<file path="config.mk">
export PLATFORM = sky130hd
export DESIGN_NAME = vending_ctrl_flat
export DESIGN_NICKNAME = d
export VERILOG_FILES = /design/src/rtl/vending_ctrl_if.sv /design/src/rtl/vending_ctrl.sv /design/src/flat_wrapper.sv
export SDC_FILE = /design/constraint.sdc
export NUM_CORES = 1
export LEC_CHECK = 0
export BUFFER_PORTS_ARGS = -buffer_cell sky130_fd_sc_hd__buf_2
export CAP_MARGIN = 20
export CORE_MARGIN = 3
export CORE_UTILIZATION = 60
export DETAILED_ROUTE_END_ITERATION = 10
export GPL_ROUTABILITY_DRIVEN = 0
export PLACE_DENSITY = 0.8
export SYNTH_ARGS = -nofsm -noshare
export SYNTH_HDL_FRONTEND = slang
export SYNTH_SLANG_ARGS = --single-unit
</file>
<file path="constraint.sdc">
create_clock -name clk -period 3.5 [get_ports clk]
set_clock_uncertainty 0.1 [all_clocks]
set_input_delay 0.35 -clock clk [delete_from_list [all_inputs] [get_ports clk]]
set_output_delay 0.35 -clock clk [all_outputs]
set_load 0.03 [all_outputs]
</file>
<file path="src/rtl/vending_ctrl_if.sv">
// Customer, coin and slot-programming signals of the vending controller.
// master drives stimulus/configuration, slave is the controller itself.
interface vending_ctrl_if #(
    parameter int NUM_PROD = 4,
    parameter int STOCK_W  = 3,
    parameter int CREDIT_W = 7
);
    localparam int IDX_W = $clog2(NUM_PROD);

    logic                start;
    logic [IDX_W-1:0]    product;
    logic                coin5;
    logic                coin10;
    logic                cancel;

    logic                cfg_we;
    logic [IDX_W-1:0]    cfg_idx;
    logic [CREDIT_W-1:0] cfg_cost;
    logic [STOCK_W-1:0]  cfg_stock;

    logic                issue_prod;
    logic                not_available;
    logic                change5;
    logic                coin_reject;
    logic                busy;
    logic [CREDIT_W-1:0] credit;

    modport master (
        output start, product, coin5, coin10, cancel,
        output cfg_we, cfg_idx, cfg_cost, cfg_stock,
        input  issue_prod, not_available, change5, coin_reject, busy, credit
    );

    modport slave (
        input  start, product, coin5, coin10, cancel,
        input  cfg_we, cfg_idx, cfg_cost, cfg_stock,
        output issue_prod, not_available, change5, coin_reject, busy, credit
    );
endinterface

</file>
<file path="src/rtl/vending_ctrl.sv">
// Vending machine controller: slot select, coin credit, vend and change return.
// Define VEND_REFUND_EN to let cancel abort a collection with a full refund.
module vending_ctrl #(
    parameter int NUM_PROD   = 4,
    parameter int STOCK_W    = 3,
    parameter int CREDIT_W   = 7,
    parameter int INIT_STOCK = 2
) (
    input logic           clk,
    input logic           reset,
    vending_ctrl_if.slave bus
);
    localparam int IDX_W = $clog2(NUM_PROD);

    typedef enum logic [2:0] {
        IDLE,
        CHECK,
        COLLECT,
        VEND,
        CHANGE
    } state_t;

    state_t state;
    state_t state_nx;

    logic [IDX_W-1:0]    sel;
    logic [CREDIT_W-1:0] credit;
    logic [CREDIT_W-1:0] cost  [NUM_PROD];
    logic [STOCK_W-1:0]  stock [NUM_PROD];
    logic                coin5_q;
    logic                coin10_q;
    logic                coin_reject;

    logic                sel_ok;
    logic [CREDIT_W-1:0] sel_cost;
    logic                sel_empty;
    logic                cfg_ok;
    logic                abort;
    logic                has_change;
    logic [CREDIT_W:0]   coin_add;
    logic [CREDIT_W:0]   coin_sum;
    logic                coin_ovf;

`ifdef VEND_REFUND_EN
    assign abort = bus.cancel;
`else
    logic unused_cancel;
    assign unused_cancel = bus.cancel;
    assign abort         = 1'b0;
`endif

    // An out-of-range slot (non power-of-two NUM_PROD) reads as empty.
    assign sel_ok     = int'(sel) < NUM_PROD;
    assign sel_cost   = sel_ok ? cost[sel] : '0;
    assign sel_empty  = !sel_ok || (stock[sel] == '0);
    assign cfg_ok     = int'(bus.cfg_idx) < NUM_PROD;
    assign has_change = credit >= CREDIT_W'(5);

    always_comb begin
        coin_add = '0;
        if (bus.coin5 && !coin5_q) begin
            coin_add = coin_add + (CREDIT_W+1)'(5);
        end
        if (bus.coin10 && !coin10_q) begin
            coin_add = coin_add + (CREDIT_W+1)'(10);
        end
        coin_sum = {1'b0, credit} + coin_add;
        coin_ovf = coin_sum[CREDIT_W];
    end

    always_ff @(posedge clk or posedge reset) begin
        if (reset) begin
            state <= IDLE;
        end else begin
            state <= state_nx;
        end
    end

    always_comb begin
        state_nx = state;
        case (state)
            IDLE: begin
                if (bus.start) begin
                    state_nx = CHECK;
                end
            end
            CHECK: begin
                state_nx = sel_empty ? IDLE : COLLECT;
            end
            COLLECT: begin
                // Cancel takes priority over a completed payment.
                if (abort) begin
                    state_nx = CHANGE;
                end else if (credit >= sel_cost) begin
                    state_nx = VEND;
                end
            end
            VEND: begin
                state_nx = CHANGE;
            end
            CHANGE: begin
                if (!has_change) begin
                    state_nx = IDLE;
                end
            end
            default: begin
                state_nx = IDLE;
            end
        endcase
    end

    always_comb begin
        bus.busy          = state != IDLE;
        bus.issue_prod    = state == VEND;
        bus.not_available = (state == CHECK) && sel_empty;
        bus.change5       = (state == CHANGE) && has_change;
        bus.coin_reject   = coin_reject;
        bus.credit        = credit;
    end

    always_ff @(posedge clk or posedge reset) begin
        if (reset) begin
            sel         <= '0;
            credit      <= '0;
            coin5_q     <= 1'b0;
            coin10_q    <= 1'b0;
            coin_reject <= 1'b0;
            for (int unsigned i = 0; i < NUM_PROD; i++) begin
                cost[i]  <= CREDIT_W'((i + 1) * 5);
                stock[i] <= STOCK_W'(INIT_STOCK);
            end
        end else begin
            // Edge history keeps tracking in every state so a held level never credits later.
            coin5_q     <= bus.coin5;
            coin10_q    <= bus.coin10;
            coin_reject <= 1'b0;
            case (state)
                IDLE: begin
                    if (bus.start) begin
                        sel <= bus.product;
                    end else if (bus.cfg_we && cfg_ok) begin
                        cost[bus.cfg_idx]  <= bus.cfg_cost;
                        stock[bus.cfg_idx] <= bus.cfg_stock;
                    end
                end
                COLLECT: begin
                    if (coin_add != '0) begin
                        if (coin_ovf) begin
                            coin_reject <= 1'b1;
                        end else begin
                            credit <= coin_sum[CREDIT_W-1:0];
                        end
                    end
                end
                VEND: begin
                    credit <= credit - sel_cost;
                    if (!sel_empty) begin
                        stock[sel] <= stock[sel] - STOCK_W'(1);
                    end
                end
                CHANGE: begin
                    credit <= has_change ? credit - CREDIT_W'(5) : '0;
                end
                default: begin
                end
            endcase
        end
    end
endmodule

</file>
<file path="src/flat_wrapper.sv">
// flat-port wrapper written by rule: the top's interface ports become plain ports
module vending_ctrl_flat 
#(
    parameter int NUM_PROD   = 4,
    parameter int STOCK_W    = 3,
    parameter int CREDIT_W   = 7,
    parameter int INIT_STOCK = 2
)
  (clk, reset, bus_start, bus_product, bus_coin5, bus_coin10, bus_cancel, bus_cfg_we, bus_cfg_idx, bus_cfg_cost, bus_cfg_stock, bus_issue_prod, bus_not_available, bus_change5, bus_coin_reject, bus_busy, bus_credit);
  vending_ctrl_if #(.NUM_PROD(NUM_PROD), .STOCK_W(STOCK_W), .CREDIT_W(CREDIT_W)) bus_i ();
  input logic clk;
  input logic reset;
  input wire logic [$bits(bus_i.start)-1:0] bus_start;
  input wire logic [$bits(bus_i.product)-1:0] bus_product;
  input wire logic [$bits(bus_i.coin5)-1:0] bus_coin5;
  input wire logic [$bits(bus_i.coin10)-1:0] bus_coin10;
  input wire logic [$bits(bus_i.cancel)-1:0] bus_cancel;
  input wire logic [$bits(bus_i.cfg_we)-1:0] bus_cfg_we;
  input wire logic [$bits(bus_i.cfg_idx)-1:0] bus_cfg_idx;
  input wire logic [$bits(bus_i.cfg_cost)-1:0] bus_cfg_cost;
  input wire logic [$bits(bus_i.cfg_stock)-1:0] bus_cfg_stock;
  output wire logic [$bits(bus_i.issue_prod)-1:0] bus_issue_prod;
  output wire logic [$bits(bus_i.not_available)-1:0] bus_not_available;
  output wire logic [$bits(bus_i.change5)-1:0] bus_change5;
  output wire logic [$bits(bus_i.coin_reject)-1:0] bus_coin_reject;
  output wire logic [$bits(bus_i.busy)-1:0] bus_busy;
  output wire logic [$bits(bus_i.credit)-1:0] bus_credit;
  assign bus_i.start = bus_start;
  assign bus_i.product = bus_product;
  assign bus_i.coin5 = bus_coin5;
  assign bus_i.coin10 = bus_coin10;
  assign bus_i.cancel = bus_cancel;
  assign bus_i.cfg_we = bus_cfg_we;
  assign bus_i.cfg_idx = bus_cfg_idx;
  assign bus_i.cfg_cost = bus_cfg_cost;
  assign bus_i.cfg_stock = bus_cfg_stock;
  assign bus_issue_prod = bus_i.issue_prod;
  assign bus_not_available = bus_i.not_available;
  assign bus_change5 = bus_i.change5;
  assign bus_coin_reject = bus_i.coin_reject;
  assign bus_busy = bus_i.busy;
  assign bus_credit = bus_i.credit;
  vending_ctrl #(.NUM_PROD(NUM_PROD), .STOCK_W(STOCK_W), .CREDIT_W(CREDIT_W), .INIT_STOCK(INIT_STOCK)) u_core (.clk(clk), .reset(reset), .bus(bus_i));
endmodule
</file>
==> impl_metrics.yaml <==
outcome:
  outcome: "complete, no violations"
setup_path:
  critPathMaxFanout: 13
  endpoint_kind: "output port"
  critPathLaunchType: "flip-flop"
  regToRegSetupSlack_ns: 0.67
  cp.arrival_ns: 2.68
  timing.rr.start: "u_core.sel[0]"
  critPathKind: "reg -> out"
  worstPathRequired_ns: 3.05
  r2r_cells: 9
  r2r_end: "u_core.bus.credit[6]"
placement:
  port_buffers: 31
  dp.final_hpwl_mm: 5.908
finish:
  fin_util_pct: 69.16
  area_delta_synth_final_pct: 8.810
  drive_above_1_share_pct: 29.38
  fin_nets: 411
  diodes: 0
yosys:
  syn_nets: 379
  syn_inst: 338
  synth-edff-count: 0
  synth-warning-count: 0
  avgSynthCellArea_sq_um: 10.67
  synth-seq-cells: 55
  synth.cell_area_sq_um: 3607
  yosysTopAreaCell: "dfrtp_1"
  ys_types: 68
  synth_most_common_cell: "dfrtp_1"
  synth_flop_cell: "dfrtp_1"
  yosys-top-cells-area: "dfrtp_1 28%, dfstp_2 10%, mux2_2 9.7%"
  synthTopCellsByCount: "41 x dfrtp_1, 31 x mux2_2, 26 x inv_1"
  synth_top_area_share_pct: 28.44
  yosysSeqAreaShare_pct: 38.64
  synth_async_sr_flop_share_pct: 100.0
job:
  maxCapViolCount: 0
cts:
  postCtsSetupBuffers: 0
  cts_max_path_buffers: 2
  cts_tree: "built"
  clock_sinks: 55
  clk_latency_ns: 0.31
  clk_pin_slew_ns: 0.10
  cts_repair_resize_count: 0
  numCtsBuffers: 5
  cts_root_buffer: "clkbuf_8"
  cts_hold_buf: 0
  htree_levels: 2
global_route:
  grt.busiest_layer: "met2"
  grt.met2_usage_pct: 39.29
  antenna_found_initial: 0
  grt_max_degree: 42
  use_met3_pct: 3.949
  use_met1_pct: 34.39
  grt_overflow_total: 0
  grtUsageTotal_pct: 24.16
  grt_pass1_vias: 2857
  grt_pass1_wl_mm: 13.82
sta:
  period_minus_slack_ns: 3.128
  setup_violations: 0
  finalSetupTns_ns: 0
  whs_ns: 0.04993
  hold_violations: 0
  max_freq_mhz: 319.7
  slew_viol_final: 0
  period_share_pct: 89.36
  rsz0062_at_grt: "no"
  slew_headroom_pct: 43.23
  tightestPinTransition_ns: 0.8503
route:
  drt-wirelength-per-cell_um: 18.08
  dr.pass1.iters: 6
  vias: 2839
  routed_wl_mm: 8.008
  drt_iter0_drc: 448
  drc: 0
  ant_nets: 0
  viasPerCell: 6.409
pwr:
  intPower_w: 0.002262
  seq_power_share_pct: 31.9
  p_leak_nw: 1.735
  swShare_pct: 43.54
  p_switching_w: 0.001745
  ir_worst_vdd_mv: 0.5397
  clkPwrFrac_pct: 10.3
  powerDensity_nw_per_um2: 1021
  p_comb_share_pct: 57.8
floorplan:
  chipHeight_um: 83.54
  fp.dieArea_sq_um: 6978
  fp.coreArea_sq_um: 5675
  fp.dieW_um: 83.54
  io_pins: 33
  placementRows: 27
  start_util_pct: 63.56
hold_path:
  whs_endpoint: "u_core.coin5_q"
  min-delay-start: "bus_coin5"
  whs_path_depth: 1
  hold_path_class: "in -> reg"
-- metal layers --
metal / wire (um) / up-vias
met3: 472 / 15
met4: 125 / 0
met5: 0 / -
met1: 3524 / 1366
met2: 3886 / 131
li1: - / 1327
-- placed cells by master, fill, tap and decap left out, types with 6 or more instances in the layout --
cell,n
ha_1,18
o21ai_0,16
nand2_1,21
buf_2,31
a21oi_1,11
nand2b_1,8
nand3b_1,8
o21a_1,6
mux4_2,10
nor3_1,9
mux2_2,31
nor2_1,13
dfstp_2,14
inv_1,25
dfrtp_1,41
-- flip-flops by register name, summed over array words and instances, names as in the netlist --
signal,flops
u_core.bus.coin_reject,1
u_core.coin10_q,1
u_core.cost,28
u_core.coin5_q,1
u_core.bus.credit,7
u_core.sel,2
u_core.stock,12
u_core.state,3
-- layout make-up --
class	count	area, sq um
tap	72	90.09
timing repair buffer	35	185.2
inverter	27	101.3
multi-input combinational	246	2048
clock buffer	7	76.32
sequential	55	1394
fill	452	1750
clock inverter	1	30.03
-- power groups by stage --
stage | logic [W] | clock network, W | registers (W)
after detailed placement | 0.00228 | 0 | 0.00128
after global routing | 0.00258 | 0.000458 | 0.00132
after floorplan | 0.00184 | 0 | 0.00122
after CTS | 0.00231 | 0.000430 | 0.00127
final | 0.00232 | 0.000415 | 0.00128
after global placement | 0.00221 | 0 | 0.00126
-- cell families (layout without fill, tap and decap cells) --
group | after synthesis | after routing | synth area share [%]
simple gates | 93 | 93 | 14.64
fa+ha+maj | 20 | 20 | 7.354
buf+inv | 37 | 70 | 4.578
flops | 55 | 55 | 38.64
compound gates | 86 | 86 | 17.31
mux | 43 | 43 | 16.51
xor+xnor | 4 | 4 | 0.9714
-- per-stage QoR --
step           total power (W)  cell area, sq um  setup WS, ns  instances
6_report              0.004007              3925        0.3724        443
5_1_grt               0.004354              3925        0.2000        443
4_1_cts               0.004009              3925        0.3688        443
3_5_place_dp          0.003563              3819        0.5990        435
3_3_place_gp          0.003468              3819        0.6670        435
2_1_floorplan         0.003054              3607        0.6204        338
-- worst max-delay path by stage --
stage,start,end,cells after the start
final,u_core.sel[0],bus_not_available,7
after global routing,u_core.sel[0],bus_not_available,7
after CTS,u_core.sel[0],bus_not_available,7
after detailed placement,bus_coin5,u_core.bus.credit[6],10
after global placement,bus_coin5,u_core.bus.credit[6],10
after floorplan,u_core.sel[0],u_core.bus.credit[6],11
-- critical path, stage by stage (launching register included) --
cell	delay [ns]
dfrtp_1	0.54
buf_4	0.28
mux4_2	0.51
inv_1	0.21
ha_1	0.24
nand2b_4	0.10
nor3_1	0.23
buf_2	0.26
No activity file was read; power rests on OpenSTA's default activity.
